[src/rtl/bram_arb_pkg.sv]
`default_nettype none
// ============================================================================
// Module      : bram_arb_pkg
// Description : Shared types and constants for the two-port BRAM arbiter:
//               FSM state encoding, default widths, requester indices.
// Revision    : 1.0 - initial release
// ============================================================================
package bram_arb_pkg;

    // Default RAM geometry: 16 words of 16 bits.
    localparam int DEFAULT_DATA_W = 16;
    localparam int DEFAULT_ADDR_W = 4;

    // Requester indices as carried in the grant / last_grant bit.
    localparam logic REQ0 = 1'b0;
    localparam logic REQ1 = 1'b1;

    // Transaction FSM encoding.
    localparam int STATE_W = 2;
    typedef enum logic [STATE_W-1:0] {
        IDLE  = 2'd0,
        ISSUE = 2'd1,
        WAIT  = 2'd2,
        RESP  = 2'd3
    } state_t;

endpackage
`default_nettype wire

[src/rtl/rr_arbiter2.sv]
`default_nettype none
// ============================================================================
// Module      : rr_arbiter2
// Description : Two-way winner select plus the last_grant register.
//               Round-robin by default; with ARB_FIXED_PRIO_EN defined,
//               requester 0 always wins simultaneous requests.
// Revision    : 1.0 - initial release
// ============================================================================
module rr_arbiter2
    import bram_arb_pkg::*;
(
    input  logic clk,
    input  logic rst_n,
    input  logic req0,
    input  logic req1,
    input  logic grant_en,
    output logic any_req,
    output logic winner
);

    logic last_grant_q;
    logic last_grant_d;

    // Winner select and last_grant next-value.
    always_comb begin
        any_req      = req0 | req1;
        last_grant_d = last_grant_q;
`ifdef ARB_FIXED_PRIO_EN
        // Fixed priority: requester 1 only when requester 0 is idle.
        winner = req0 ? REQ0 : REQ1;
`else
        // Round-robin: on contention, the one not granted last time wins.
        if (req0 && req1) begin
            winner = ~last_grant_q;
        end else if (req0) begin
            winner = REQ0;
        end else begin
            winner = REQ1;
        end
`endif
        if (grant_en) begin
            last_grant_d = winner;
        end
    end

    // last_grant resets to 1 so requester 0 wins the first contention.
    always_ff @(posedge clk or negedge rst_n) begin
        if (!rst_n) begin
            last_grant_q <= REQ1;
        end else begin
            last_grant_q <= last_grant_d;
        end
    end

endmodule
`default_nettype wire

[src/rtl/bram_port_arbiter.sv]
`default_nettype none
// ============================================================================
// Module      : bram_port_arbiter
// Description : Shares one single-port block RAM between two req/ack
//               requesters. One-word read/write transactions, RAM read
//               latency accounted for, read data returned with the ack pulse.
//               Optional build macro ARB_FIXED_PRIO_EN selects fixed priority
//               (requester 0 first) instead of round-robin.
// Revision    : 1.0 - initial release
// ============================================================================
module bram_port_arbiter
    import bram_arb_pkg::*;
#(
    parameter int DATA_W       = DEFAULT_DATA_W,
    parameter int ADDR_W       = DEFAULT_ADDR_W,
    parameter int READ_LATENCY = 1              // 1, or 2 with RAM output register
)(
    input  logic              clk,
    input  logic              rst_n,
    // requester 0
    input  logic              req0,
    input  logic              we0,
    input  logic [ADDR_W-1:0] addr0,
    input  logic [DATA_W-1:0] wdata0,
    output logic              ack0,
    output logic [DATA_W-1:0] rdata0,
    // requester 1
    input  logic              req1,
    input  logic              we1,
    input  logic [ADDR_W-1:0] addr1,
    input  logic [DATA_W-1:0] wdata1,
    output logic              ack1,
    output logic [DATA_W-1:0] rdata1,
    // RAM port
    output logic              ena,
    output logic              wea,
    output logic [ADDR_W-1:0] addra,
    output logic [DATA_W-1:0] dina,
    input  logic [DATA_W-1:0] douta,
    // status
    output logic              busy
);

    // WAIT spends READ_LATENCY cycles in state terms; the counter holds the
    // number of extra cycles beyond the first.
    localparam int          LAT_M1   = (READ_LATENCY > 1) ? (READ_LATENCY - 1) : 0;
    localparam int          CNT_W    = 2;
    localparam logic [CNT_W-1:0] CNT_LOAD = CNT_W'(LAT_M1);

    state_t              state_q, state_d;
    logic [CNT_W-1:0]    cnt_q, cnt_d;
    logic                win_q, win_d;
    logic                ena_q, ena_d;
    logic                wea_q, wea_d;
    logic [ADDR_W-1:0]   addra_q, addra_d;
    logic [DATA_W-1:0]   dina_q, dina_d;
    logic                ack0_q, ack0_d;
    logic                ack1_q, ack1_d;
    logic [DATA_W-1:0]   rdata0_q, rdata0_d;
    logic [DATA_W-1:0]   rdata1_q, rdata1_d;
    logic                busy_q, busy_d;

    logic                grant_en;
    logic                any_req;
    logic                winner;

    rr_arbiter2 u_arb (
        .clk      (clk),
        .rst_n    (rst_n),
        .req0     (req0),
        .req1     (req1),
        .grant_en (grant_en),
        .any_req  (any_req),
        .winner   (winner)
    );

    // Transaction FSM: next state, RAM port values, acks and read capture.
    always_comb begin
        state_d  = state_q;
        cnt_d    = cnt_q;
        win_d    = win_q;
        ena_d    = 1'b0;
        wea_d    = 1'b0;
        addra_d  = addra_q;
        dina_d   = dina_q;
        ack0_d   = 1'b0;
        ack1_d   = 1'b0;
        rdata0_d = rdata0_q;
        rdata1_d = rdata1_q;
        grant_en = 1'b0;

        case (state_q)
            IDLE: begin
                if (any_req) begin
                    grant_en = 1'b1;
                    win_d    = winner;
                    ena_d    = 1'b1;
                    if (winner == REQ0) begin
                        wea_d   = we0;
                        addra_d = addr0;
                        dina_d  = wdata0;
                    end else begin
                        wea_d   = we1;
                        addra_d = addr1;
                        dina_d  = wdata1;
                    end
                    state_d = ISSUE;
                end
            end
            ISSUE: begin
                // RAM samples at the edge closing this cycle.
                if (wea_q) begin
                    ack0_d  = (win_q == REQ0);
                    ack1_d  = (win_q == REQ1);
                    state_d = RESP;
                end else begin
                    cnt_d   = CNT_LOAD;
                    state_d = WAIT;
                end
            end
            WAIT: begin
                if (cnt_q == '0) begin
                    // douta is valid during this cycle; capture at its end.
                    if (win_q == REQ0) begin
                        rdata0_d = douta;
                    end else begin
                        rdata1_d = douta;
                    end
                    ack0_d  = (win_q == REQ0);
                    ack1_d  = (win_q == REQ1);
                    state_d = RESP;
                end else begin
                    cnt_d = cnt_q - 1'b1;
                end
            end
            RESP: begin
                state_d = IDLE;
            end
            default: begin
                state_d = IDLE;
            end
        endcase

        busy_d = (state_d != IDLE);
    end

    // State and registered outputs; reset aborts any transaction at once.
    always_ff @(posedge clk or negedge rst_n) begin
        if (!rst_n) begin
            state_q  <= IDLE;
            cnt_q    <= '0;
            win_q    <= REQ0;
            ena_q    <= 1'b0;
            wea_q    <= 1'b0;
            addra_q  <= '0;
            dina_q   <= '0;
            ack0_q   <= 1'b0;
            ack1_q   <= 1'b0;
            rdata0_q <= '0;
            rdata1_q <= '0;
            busy_q   <= 1'b0;
        end else begin
            state_q  <= state_d;
            cnt_q    <= cnt_d;
            win_q    <= win_d;
            ena_q    <= ena_d;
            wea_q    <= wea_d;
            addra_q  <= addra_d;
            dina_q   <= dina_d;
            ack0_q   <= ack0_d;
            ack1_q   <= ack1_d;
            rdata0_q <= rdata0_d;
            rdata1_q <= rdata1_d;
            busy_q   <= busy_d;
        end
    end

    assign ena    = ena_q;
    assign wea    = wea_q;
    assign addra  = addra_q;
    assign dina   = dina_q;
    assign ack0   = ack0_q;
    assign ack1   = ack1_q;
    assign rdata0 = rdata0_q;
    assign rdata1 = rdata1_q;
    assign busy   = busy_q;

endmodule
`default_nettype wire

[config.mk]
export PLATFORM = sky130hd
export DESIGN_NAME = bram_port_arbiter
export DESIGN_NICKNAME = d
export VERILOG_FILES = /design/src/rtl/bram_arb_pkg.sv /design/src/rtl/rr_arbiter2.sv /design/src/rtl/bram_port_arbiter.sv
export SDC_FILE = /design/constraint.sdc
export NUM_CORES = 1
export LEC_CHECK = 0
export CORE_MARGIN = 2
export CORE_UTILIZATION = 39
export CTS_BUF_LIST = sky130_fd_sc_hd__clkbuf_8
export DETAILED_ROUTE_END_ITERATION = 10
export GPL_ROUTABILITY_DRIVEN = 0
export PLACE_DENSITY = 0.78
export SLEW_MARGIN = 20
export SYNTH_ARGS = -nofsm -noshare
export SYNTH_HDL_FRONTEND = slang
export SYNTH_SLANG_ARGS = --single-unit
[constraint.sdc]
create_clock -name clk -period 1.65 [get_ports clk]
set_clock_uncertainty 0.15 [all_clocks]
set_input_delay 0.33 -clock clk [delete_from_list [all_inputs] [get_ports clk]]
set_output_delay 0.33 -clock clk [all_outputs]
set_load 0.005 [all_outputs]
==> results of run 1 <==
## critical path: stages (launching register included)
cell and delay, ns:
dfrtp_1 0.42, inv_2 0.12, ha_4 0.18, nor4b_1 0.33, a211oi_2 0.07, or2_1 0.24
## final timing paths
kind                       slack [ns]        from          to  depth (start not counted)
max                              0.04  state_q[1]        busy                          5
min                              0.31       rst_n  rdata0[12]                          2
max reg2reg                      0.04  state_q[1]        busy                          5
min reg2reg                      0.34    cnt_q[0]    cnt_q[0]                          1
max in group asynchronous        0.47       rst_n    dina[15]                          3
min in group clk                 0.34    cnt_q[0]    cnt_q[0]                          1
## power groups by stage
stage | logic (W) | registers [W] | clock network (W)
2_1_floorplan | 0.00176 | 0.00280 | 0
3_3_place_gp | 0.00378 | 0.00275 | 0
3_5_place_dp | 0.00389 | 0.00280 | 0
4_1_cts | 0.00371 | 0.00272 | 0.00141
5_1_grt | 0.00423 | 0.00282 | 0.00148
6_report | 0.00384 | 0.00273 | 0.00138
## sequential cells by signal, indices dropped and copies added (netlist names), 2 cells and up
register / flops
addra: 4
cnt_q: 2
dina: 16
rdata0: 16
rdata1: 16
state_q: 2
## stage by stage
stage	setup TNS, ns	instances
final	0	473
after global routing	-0.0284	473
after CTS	0	471
after detailed placement	-2.67	440
after global placement	-0.904	440
after floorplan	0	229
## cell families (layout without fill, tap and decap cells)
logic type	after synthesis	after routing
mux	33	33
flops	63	63
compound gates	51	51
buf+inv	23	171
fa+ha+maj	4	4
simple gates	55	55
## layout make-up
cell class,count,area (um2),share of cell area (%)
multi-input cells,143,1130,25.2
flip-flops and latches,63,1580,35.0
well taps,96,120,2.67
clock inverters,7,81.3,1.81
inverters,6,22.5,0.500
clock buffers,9,124,2.75
repair buffers,149,1440,32.0
## Yosys cell counts
| cell | instances |
|---|---|
| clkbuf_1 | 7 |
| mux2_2 | 13 |
| nand3_1 | 22 |
| or2_1 | 1 |
| buf_6 | 2 |
| a211oi_1 | 2 |
| ha_1 | 4 |
| o2bb2ai_1 | 1 |
| buf_2 | 8 |
| o21a_1 | 1 |
| a21boi_0 | 1 |
| mux2_4 | 20 |
| nor2_1 | 25 |
| nand3_4 | 2 |
| nand2_1 | 2 |
| nand2b_1 | 1 |
| a31oi_1 | 22 |
| a22oi_2 | 1 |
| inv_1 | 6 |
| o21ai_0 | 22 |
| nor4b_1 | 1 |
| dfstp_2 | 1 |
| and2b_1 | 1 |
| dfrtp_1 | 62 |
| a21bo_2 | 1 |
## metal layers
layer  global-route usage (%)  share of wire [%]  vias to the layer above
li1                         -                  -                     1103
met2                     32.5                 50                       87
met4                     5.37               0.97                        0
met1                     22.8                 43                     1106
met5                        0                  0                        -
met3                     5.60                6.6                        5
## timing repair
item	in CTS	in global routing
gates resized for setup	56	15
buffers inserted	14	2
hold endpoints to repair	11	0
pin swaps	1	4
hold buffers	1	0
gates cloned	0	0
endpoints found under the setup margin	89	50
==> impl_metrics.csv, run 1 <==
group,metric,value,unit
cts,clk_pin_slew,0.07,ns
layout,areaGrowthSynthToFinish,62.6,%
yosys,seq_area_frac_synth,57.0,%
sta,hold_viol_final,0,
global_routing,grtUsageTotal,18.8,%
power_and_ir_drop,power_frac_comb,48.3,%
layout,nets,438,
yosys,syn-cell-area,0.00277,mm2
yosys,synth_top_family_by_area,"multiplexers",
sta,setup_viol,0,
cts,cts_made_buffers,9,
power_and_ir_drop,seqPwrFrac,34.4,%
sta,drv_slew,0,
sta,tightest_slew,0.384,ns
power_and_ir_drop,p_sw,0.00246,W
sta,layout_min_cycle_time,1.61,ns
power_and_ir_drop,p_total,0.00795,W
drt,avgRoutedWirePerCell,14.9,um
drt,vias,2301,
cts,h-tree-depth,3,
layout,nFillCells,570,
outcome,outcome,"finished, final reports clean",
global_routing,antenna_found_initial,0,
worst_setup_path,cp_max_fo,6,
place,io_buffers,118,
sta,rsz0062_at_grt,"yes",
die,rows,30,
worst_setup_path,cp.arrival,1.67,ns
drt,ant_nets,0,
layout,layout-drive-gt1-share,24.1,%
sta,hold_ws,0.306,ns
place,hpwl,5020,um
die,core_area,0.00683,mm2
drt,wirelength,7050,um
cts,clockBufferDepth,2,
drt,drt_iter0_drc,44,
global_routing,grt_max_degree,33,
yosys,synth-compound-area-share,11.2,%
yosys,synth.area.top_cells,"dfrtp_1 56%, mux2_4 11%, mux2_2 5.3%, a31oi_1 5.0%, nand3_1 4.0%",
die,start_util,40.5,%
place,place_area,0.00417,mm2
layout,final_common_cell,"dfrtp_1",
global_routing,grt_pass1_vias,2342,
power_and_ir_drop,pwr-share-clk,17.3,%
place,pre_cts_ws,-0.134,ns
power_and_ir_drop,p_leak,2.07,nW
yosys,synth-seq-cells,63,
yosys,synth_xor_xnor_area_share,0,%
die,die_w,88.3,um
cts,cts_tree,"yes",
drt,via_per_inst,4.86,
power_and_ir_drop,p_sw_share,31.0,%
power_and_ir_drop,peakVddDrop,0.675,mV
sta,min_period_over_period,97.5,%
die,dieArea,0.00779,mm2
worst_setup_path,end_kind,"flip-flop",
sta,max_slew_margin,74.4,%
worst_setup_path,required,1.71,ns
layout,layout_common_cells,"62 x dfrtp_1, 60 x clkdlybuf4s50_1, 54 x dlygate4sd2_1",
global_routing,grt_pass1_wl,11200,um
yosys,synth_simple_gate_area_share,9.94,%
cts,cts.sinks,63,
layout,postLayoutCoreUtil,65.9,%
sta,setup_ws,0.0412,ns
layout,n_antenna_cell,0,
drt,drt-pass1-iter-count,4,
cts,clock_latency,0.32,ns
sta,fmax,622,MHz
worst_hold_path,worstHoldPathType,"primary input to asynchronous set/reset pin",
yosys,synth_fp_nets,295,
yosys,synth_area_leader_cell,"dfrtp_1",
global_routing,overflow,0,
power_and_ir_drop,p_int,0.00549,W
worst_setup_path,critical_path_class,"flip-flop to flip-flop",
yosys,synth_area_per_cell,12.1,um2
yosys,synthAdderAreaFrac,1.81,%
yosys,syn_inst,229,
layout,postLayoutCellArea,0.00450,mm2
worst_setup_path,cp-start-kind,"flip-flop",
yosys,synthMuxAreaShare,16.1,%
power_and_ir_drop,p_per_area,1770,mW/mm2
die,ioPinCount,119,
yosys,synth_top_area_share,56.0,%
yosys,synth_cell_type_count,25,
run,max-cap-violations,0,
die,die_h,88.3,um
drt,drcViolationCount,0,
yosys,yosysWarnings,0,
cts,cts_root_buffer,"clkbuf_8",
No activity file was read; power rests on OpenSTA's default activity.
==> inputs of run 2 (changes only) <==
SLEW_MARGIN = not set   (was 20)
TNS_END_PERCENT = 5   (was not set)
==> impl_metrics.csv, run 2 (synthesized netlist as in run 1, its figures left out) <==
group,metric,value,unit
place,hpwl,5020,um
worst_setup_path,cp-start-kind,"flip-flop",
layout,layout-drive-gt1-share,21.0,%
place,io_buffers,118,
run,max-cap-violations,0,
sta,rsz0062_at_grt,"yes",
drt,via_per_inst,4.87,
layout,layout_common_cells,"62 x dfrtp_1, 60 x clkdlybuf4s50_1, 55 x dlygate4sd2_1",
cts,cts.sinks,63,
drt,wirelength,6820,um
worst_setup_path,r2r_start,"state_q[1]",
cts,clk_pin_slew,0.06,ns
global_routing,grtUsageTotal,18.4,%
global_routing,overflow,0,
cts,cts_made_buffers,9,
worst_setup_path,required,1.71,ns
worst_setup_path,cp.arrival,1.64,ns
die,ioPinCount,119,
cts,clock_latency,0.32,ns
die,die_h,88.3,um
sta,layout_min_cycle_time,1.58,ns
worst_setup_path,r2r_slack,0.07,ns
die,dieArea,0.00779,mm2
cts,cts_tree,"yes",
worst_setup_path,cp_max_fo,6,
drt,drt-pass1-iter-count,4,
outcome,outcome,"finished, final reports clean",
drt,drt_iter0_drc,34,
worst_setup_path,slowest_stage,"dfrtp_1",
drt,vias,2229,
layout,final_common_cell,"dfrtp_1",
die,die_w,88.3,um
sta,setup_viol,0,
global_routing,antenna_found_initial,0,
worst_setup_path,path_depth,5,
sta,tightest_slew,0.381,ns
global_routing,grt_pass1_vias,2285,
drt,avgRoutedWirePerCell,14.9,um
worst_setup_path,critical_path.cell_chain,"inv_2 > ha_4 > nor4b_1 > a211oi_2 > or2_1",
sta,drv_slew,0,
die,rows,30,
worst_setup_path,r2r-end,"busy",
cts,cts_root_buffer,"clkbuf_8",
worst_setup_path,path_delay_family,"simple AND/OR/NAND/NOR gates",
worst_setup_path,end_kind,"flip-flop",
sta,max_slew_margin,74.6,%
die,start_util,40.5,%
worst_setup_path,r2r_cells,5,
layout,areaGrowthSynthToFinish,58.4,%
drt,ant_nets,0,
power_and_ir_drop,peakVddDrop,0.674,mV
die,core_area,0.00683,mm2
cts,clockBufferDepth,2,
worst_hold_path,worstHoldPathType,"primary input to asynchronous set/reset pin",
global_routing,grt_pass1_wl,11000,um
sta,min_period_over_period,96.0,%
power_and_ir_drop,p_leak,1.99,nW
worst_setup_path,slowest_delay,0.41,ns
global_routing,grt_max_degree,33,
drt,drcViolationCount,0,
layout,n_antenna_cell,0,
cts,h-tree-depth,3,
worst_setup_path,critical_path_class,"flip-flop to flip-flop",
sta,hold_viol_final,0,
layout,nets,423,
place,place_area,0.00417,mm2
sta,tns,0,ns
worst_setup_path,crit_buf_inv,1,
sta,fmax,632,MHz
power_and_ir_drop,p_per_area,1750,mW/mm2
layout,postLayoutCellArea,0.00439,mm2
## run 2: cell types whose count changed in the layout (fill, tap and decap cells not counted), sizes merged
cell,previous run,this run
buf,31,16
dlygate4sd2,54,55
dlymetal6s2s,3,2
## run 2: repair_timing
item	4_1_cts	5_1_grt
hold buffers	1	0
buffers inserted	1	0
resized for setup	57	14
endpoints found under the setup margin	89	49
pin swaps	1	2
endpoints found under the hold margin	11	0
## run 2: where the power goes
part	internal, W	switching, W
Combinational	0.00210	0.00144
Clock	0.000829	0.000545
Sequential	0.00234	0.000404
## run 2: layout make-up
cell class	instances	area (um2)
timing repair buffer	134	1330
inverter	6	22.5
multi-input combinational	143	1130
clock buffer	9	124
sequential	63	1580
clock inverter	7	81.3
tap	96	120
fill	585	2440
## run 2: metrics by stage
step / total power (W) / hold WS, ns / cells / utilization (%) / setup slack [ns]
6_report: 0.00766 / 0.304 / 458 / 64.2 / 0.0668
5_1_grt: 0.00823 / 0.329 / 458 / 64.2 / -0.0132
3_5_place_dp: 0.00669 / 0.109 / 440 / 61.0 / -0.134
3_3_place_gp: 0.00653 / 0.106 / 440 / 61.0 / -0.0492
4_1_cts: 0.00762 / 0.294 / 458 / 63.4 / 0.000959
2_1_floorplan: 0.00456 / -0.116 / 229 / - / 0.0214
## run 2: worst max-delay path by stage
stage                from        end  slack, ns
5_1_grt        state_q[0]       busy      -0.01
3_5_place_dp         req0   dina[11]      -0.13
4_1_cts               ena        ena      0.001
3_3_place_gp         req0       busy      -0.05
6_report       state_q[1]       busy       0.07
2_1_floorplan  state_q[0]  rdata1[0]       0.02
## run 2: layer usage
metal | wire, um | GRT usage (%) | up-vias
met5 | 0 | 0 | -
met4 | 41 | 5.37 | 0
met3 | 478 | 5.60 | 2
met2 | 3350 | 31.2 | 93
met1 | 2950 | 22.8 | 1062
li1 | - | - | 1072
## run 2: worst register-to-register path: cells and delay by family, from the launching register on
kind,cells,cell delay (ns)
AOI/OAI and AO/OA,1,0.07
adders and majority gates,1,0.18
and+or+nand+nor,2,0.55
buffers and inverters,1,0.11
DFF,1,0.41
==> inputs of run 3 (changes only) <==
CORE_UTILIZATION = 44   (was 39)
CTS_CLUSTER_DIAMETER = 100   (was not set)
PLACE_DENSITY = 0.83   (was 0.78)
clock period = 1.55 ns   (was 1.65 ns; I/O delays follow)
==> impl_metrics.csv, run 3 (synthesized netlist as in run 1, its figures left out) <==
group,metric,value,unit
outcome,outcome,"finished, final reports clean",
drt,drcViolationCount,0,
die,start_util,46.2,%
worst_setup_path,r2r_cells,5,
sta,layout_min_cycle_time,1.54,ns
cts,h-tree-depth,3,
cts,cts.sinks,63,
cts,clockBufferDepth,2,
die,ioPinCount,119,
cts,cts_made_buffers,9,
worst_hold_path,worstHoldPathType,"primary input to flip-flop",
sta,rsz0062_at_grt,"yes",
die,rows,28,
run,max-cap-violations,0,
sta,tns,0,ns
cts,cts_root_buffer,"clkbuf_8",
worst_setup_path,r2r_slack,0.01,ns
sta,hold_ws,0.321,ns
power_and_ir_drop,p_leak,1.99,nW
worst_setup_path,slowest_delay,0.40,ns
cts,cts_tree,"yes",
place,pre_cts_ws,-0.215,ns
worst_setup_path,critical_path_class,"flip-flop to flip-flop",
worst_setup_path,critical_path.cell_chain,"inv_2 > ha_4 > nand3_4 > buf_12 > mux2_4",
sta,setup_ws,0.0108,ns
place,place_area,0.00417,mm2
worst_setup_path,cp-start-kind,"flip-flop",
layout,nets,427,
worst_hold_path,min_delay_path_depth,3,
global_routing,grtUsageTotal,20.1,%
worst_hold_path,hp-start,"req0",
worst_setup_path,r2r-end,"rdata0[7]",
drt,wirelength,7120,um
layout,areaGrowthSynthToFinish,60.1,%
drt,drt_iter0_drc,45,
cts,clk_pin_slew,0.07,ns
layout,layout_common_cells,"62 x dfrtp_1, 59 x clkdlybuf4s50_1, 57 x dlygate4sd2_1",
worst_setup_path,end_kind,"flip-flop",
global_routing,overflow,0,
global_routing,grt_pass1_wl,11200,um
layout,postLayoutCellArea,0.00443,mm2
worst_setup_path,cp.arrival,1.59,ns
global_routing,grt_pass1_vias,2339,
layout,layout-drive-gt1-share,24.1,%
worst_setup_path,crit_buf_inv,2,
global_routing,grt_max_degree,64,
worst_setup_path,required,1.61,ns
place,hpwl,4930,um
power_and_ir_drop,p_per_area,1900,mW/mm2
layout,n_antenna_cell,0,
die,core_area,0.00599,mm2
die,die_w,83.3,um
sta,hold_viol_final,0,
worst_setup_path,r2r_start,"state_q[0]",
global_routing,antenna_found_initial,0,
power_and_ir_drop,peakVddDrop,0.967,mV
drt,avgRoutedWirePerCell,16.2,um
drt,ant_nets,0,
drt,via_per_inst,5.27,
die,die_h,83.3,um
die,dieArea,0.00695,mm2
worst_hold_path,whs_endpoint,"u_arb.last_grant_q",
cts,clock_latency,0.33,ns
sta,drv_slew,0,
sta,max_slew_margin,78.2,%
drt,vias,2318,
sta,min_period_over_period,99.3,%
drt,drt-pass1-iter-count,5,
place,io_buffers,118,
worst_setup_path,path_delay_family,"flip-flops",
worst_setup_path,slowest_stage,"dfrtp_1",
worst_setup_path,crit_path_start,"state_q[0]",
worst_setup_path,cp_max_fo,16,
sta,fmax,650,MHz
sta,tightest_slew,0.328,ns
place,dp.cells,422,
layout,stdcell_count,440,
sta,setup_viol,0,
layout,final_common_cell,"dfrtp_1",
-- run 3: cell count changes in the layout (fill, tap and decap cells not counted), moves of 2 or more --
cell and delta:
buf_4 +3, o21ai_0 -2, clkbuf_8 +2, inv_1 -3
nor2_2 +2, dlygate4sd2_1 +2, o21ai_1 +2, nor2_1 -2
-- run 3: final cells by class --
class / count / area, um2
Clock buffer: 11 / 151
Sequential cell: 63 / 1580
Multi-Input combinational cell: 143 / 1170
Timing Repair Buffer: 138 / 1370
Fill cell: 415 / 1560
Clock inverter: 4 / 45.0
Tap cell: 75 / 93.8
Inverter: 6 / 22.5
-- run 3: through the flow --
stage | util [%] | power, W
final | 74.0 | 0.00840
after CTS | 72.4 | 0.00820
after floorplan | - | 0.00489
after detailed placement | 69.5 | 0.00718
after global placement | 69.5 | 0.00701
after global routing | 74.0 | 0.00900
-- run 3: timing repair --
action,4_1_cts,5_1_grt
buffers inserted,0,1
pin swaps,1,4
cloned,0,1
gates resized for setup,66,16
endpoints found under the hold margin,62,0
hold buffers,1,0
setup endpoints to repair,116,57
-- run 3: worst max path at each step --
stage            endpoint  slack [ns]  cells after the start
2_1_floorplan  rdata0[10]       -0.05                      6
3_3_place_gp         busy       -0.15                      4
3_5_place_dp     addra[1]       -0.21                      5
4_1_cts              busy       -0.06                      5
5_1_grt         rdata0[7]       -0.05                      5
6_report        rdata0[7]        0.01                      5
-- run 3: worst min-delay path, cell delays in order --
cell and delay (ns):
dlymetal6s2s_1 0.23, buf_4 0.18, a31oi_1 0.07
-- run 3: per-layer routing --
| metal | routed length, um | vias up | GRT usage, % |
|---|---|---|---|
| met5 | 0 | - | 0 |
| li1 | - | 1085 | - |
| met3 | 774 | 16 | 7.46 |
| met4 | 95 | 0 | 7.15 |
| met1 | 2850 | 1087 | 24.2 |
| met2 | 3410 | 130 | 33.3 |
-- run 3: power breakdown --
| part | internal, W | switching (W) |
|---|---|---|
| Combinational | 0.00241 | 0.00163 |
| Sequential | 0.00249 | 0.000466 |
| Clock | 0.000813 | 0.000591 |
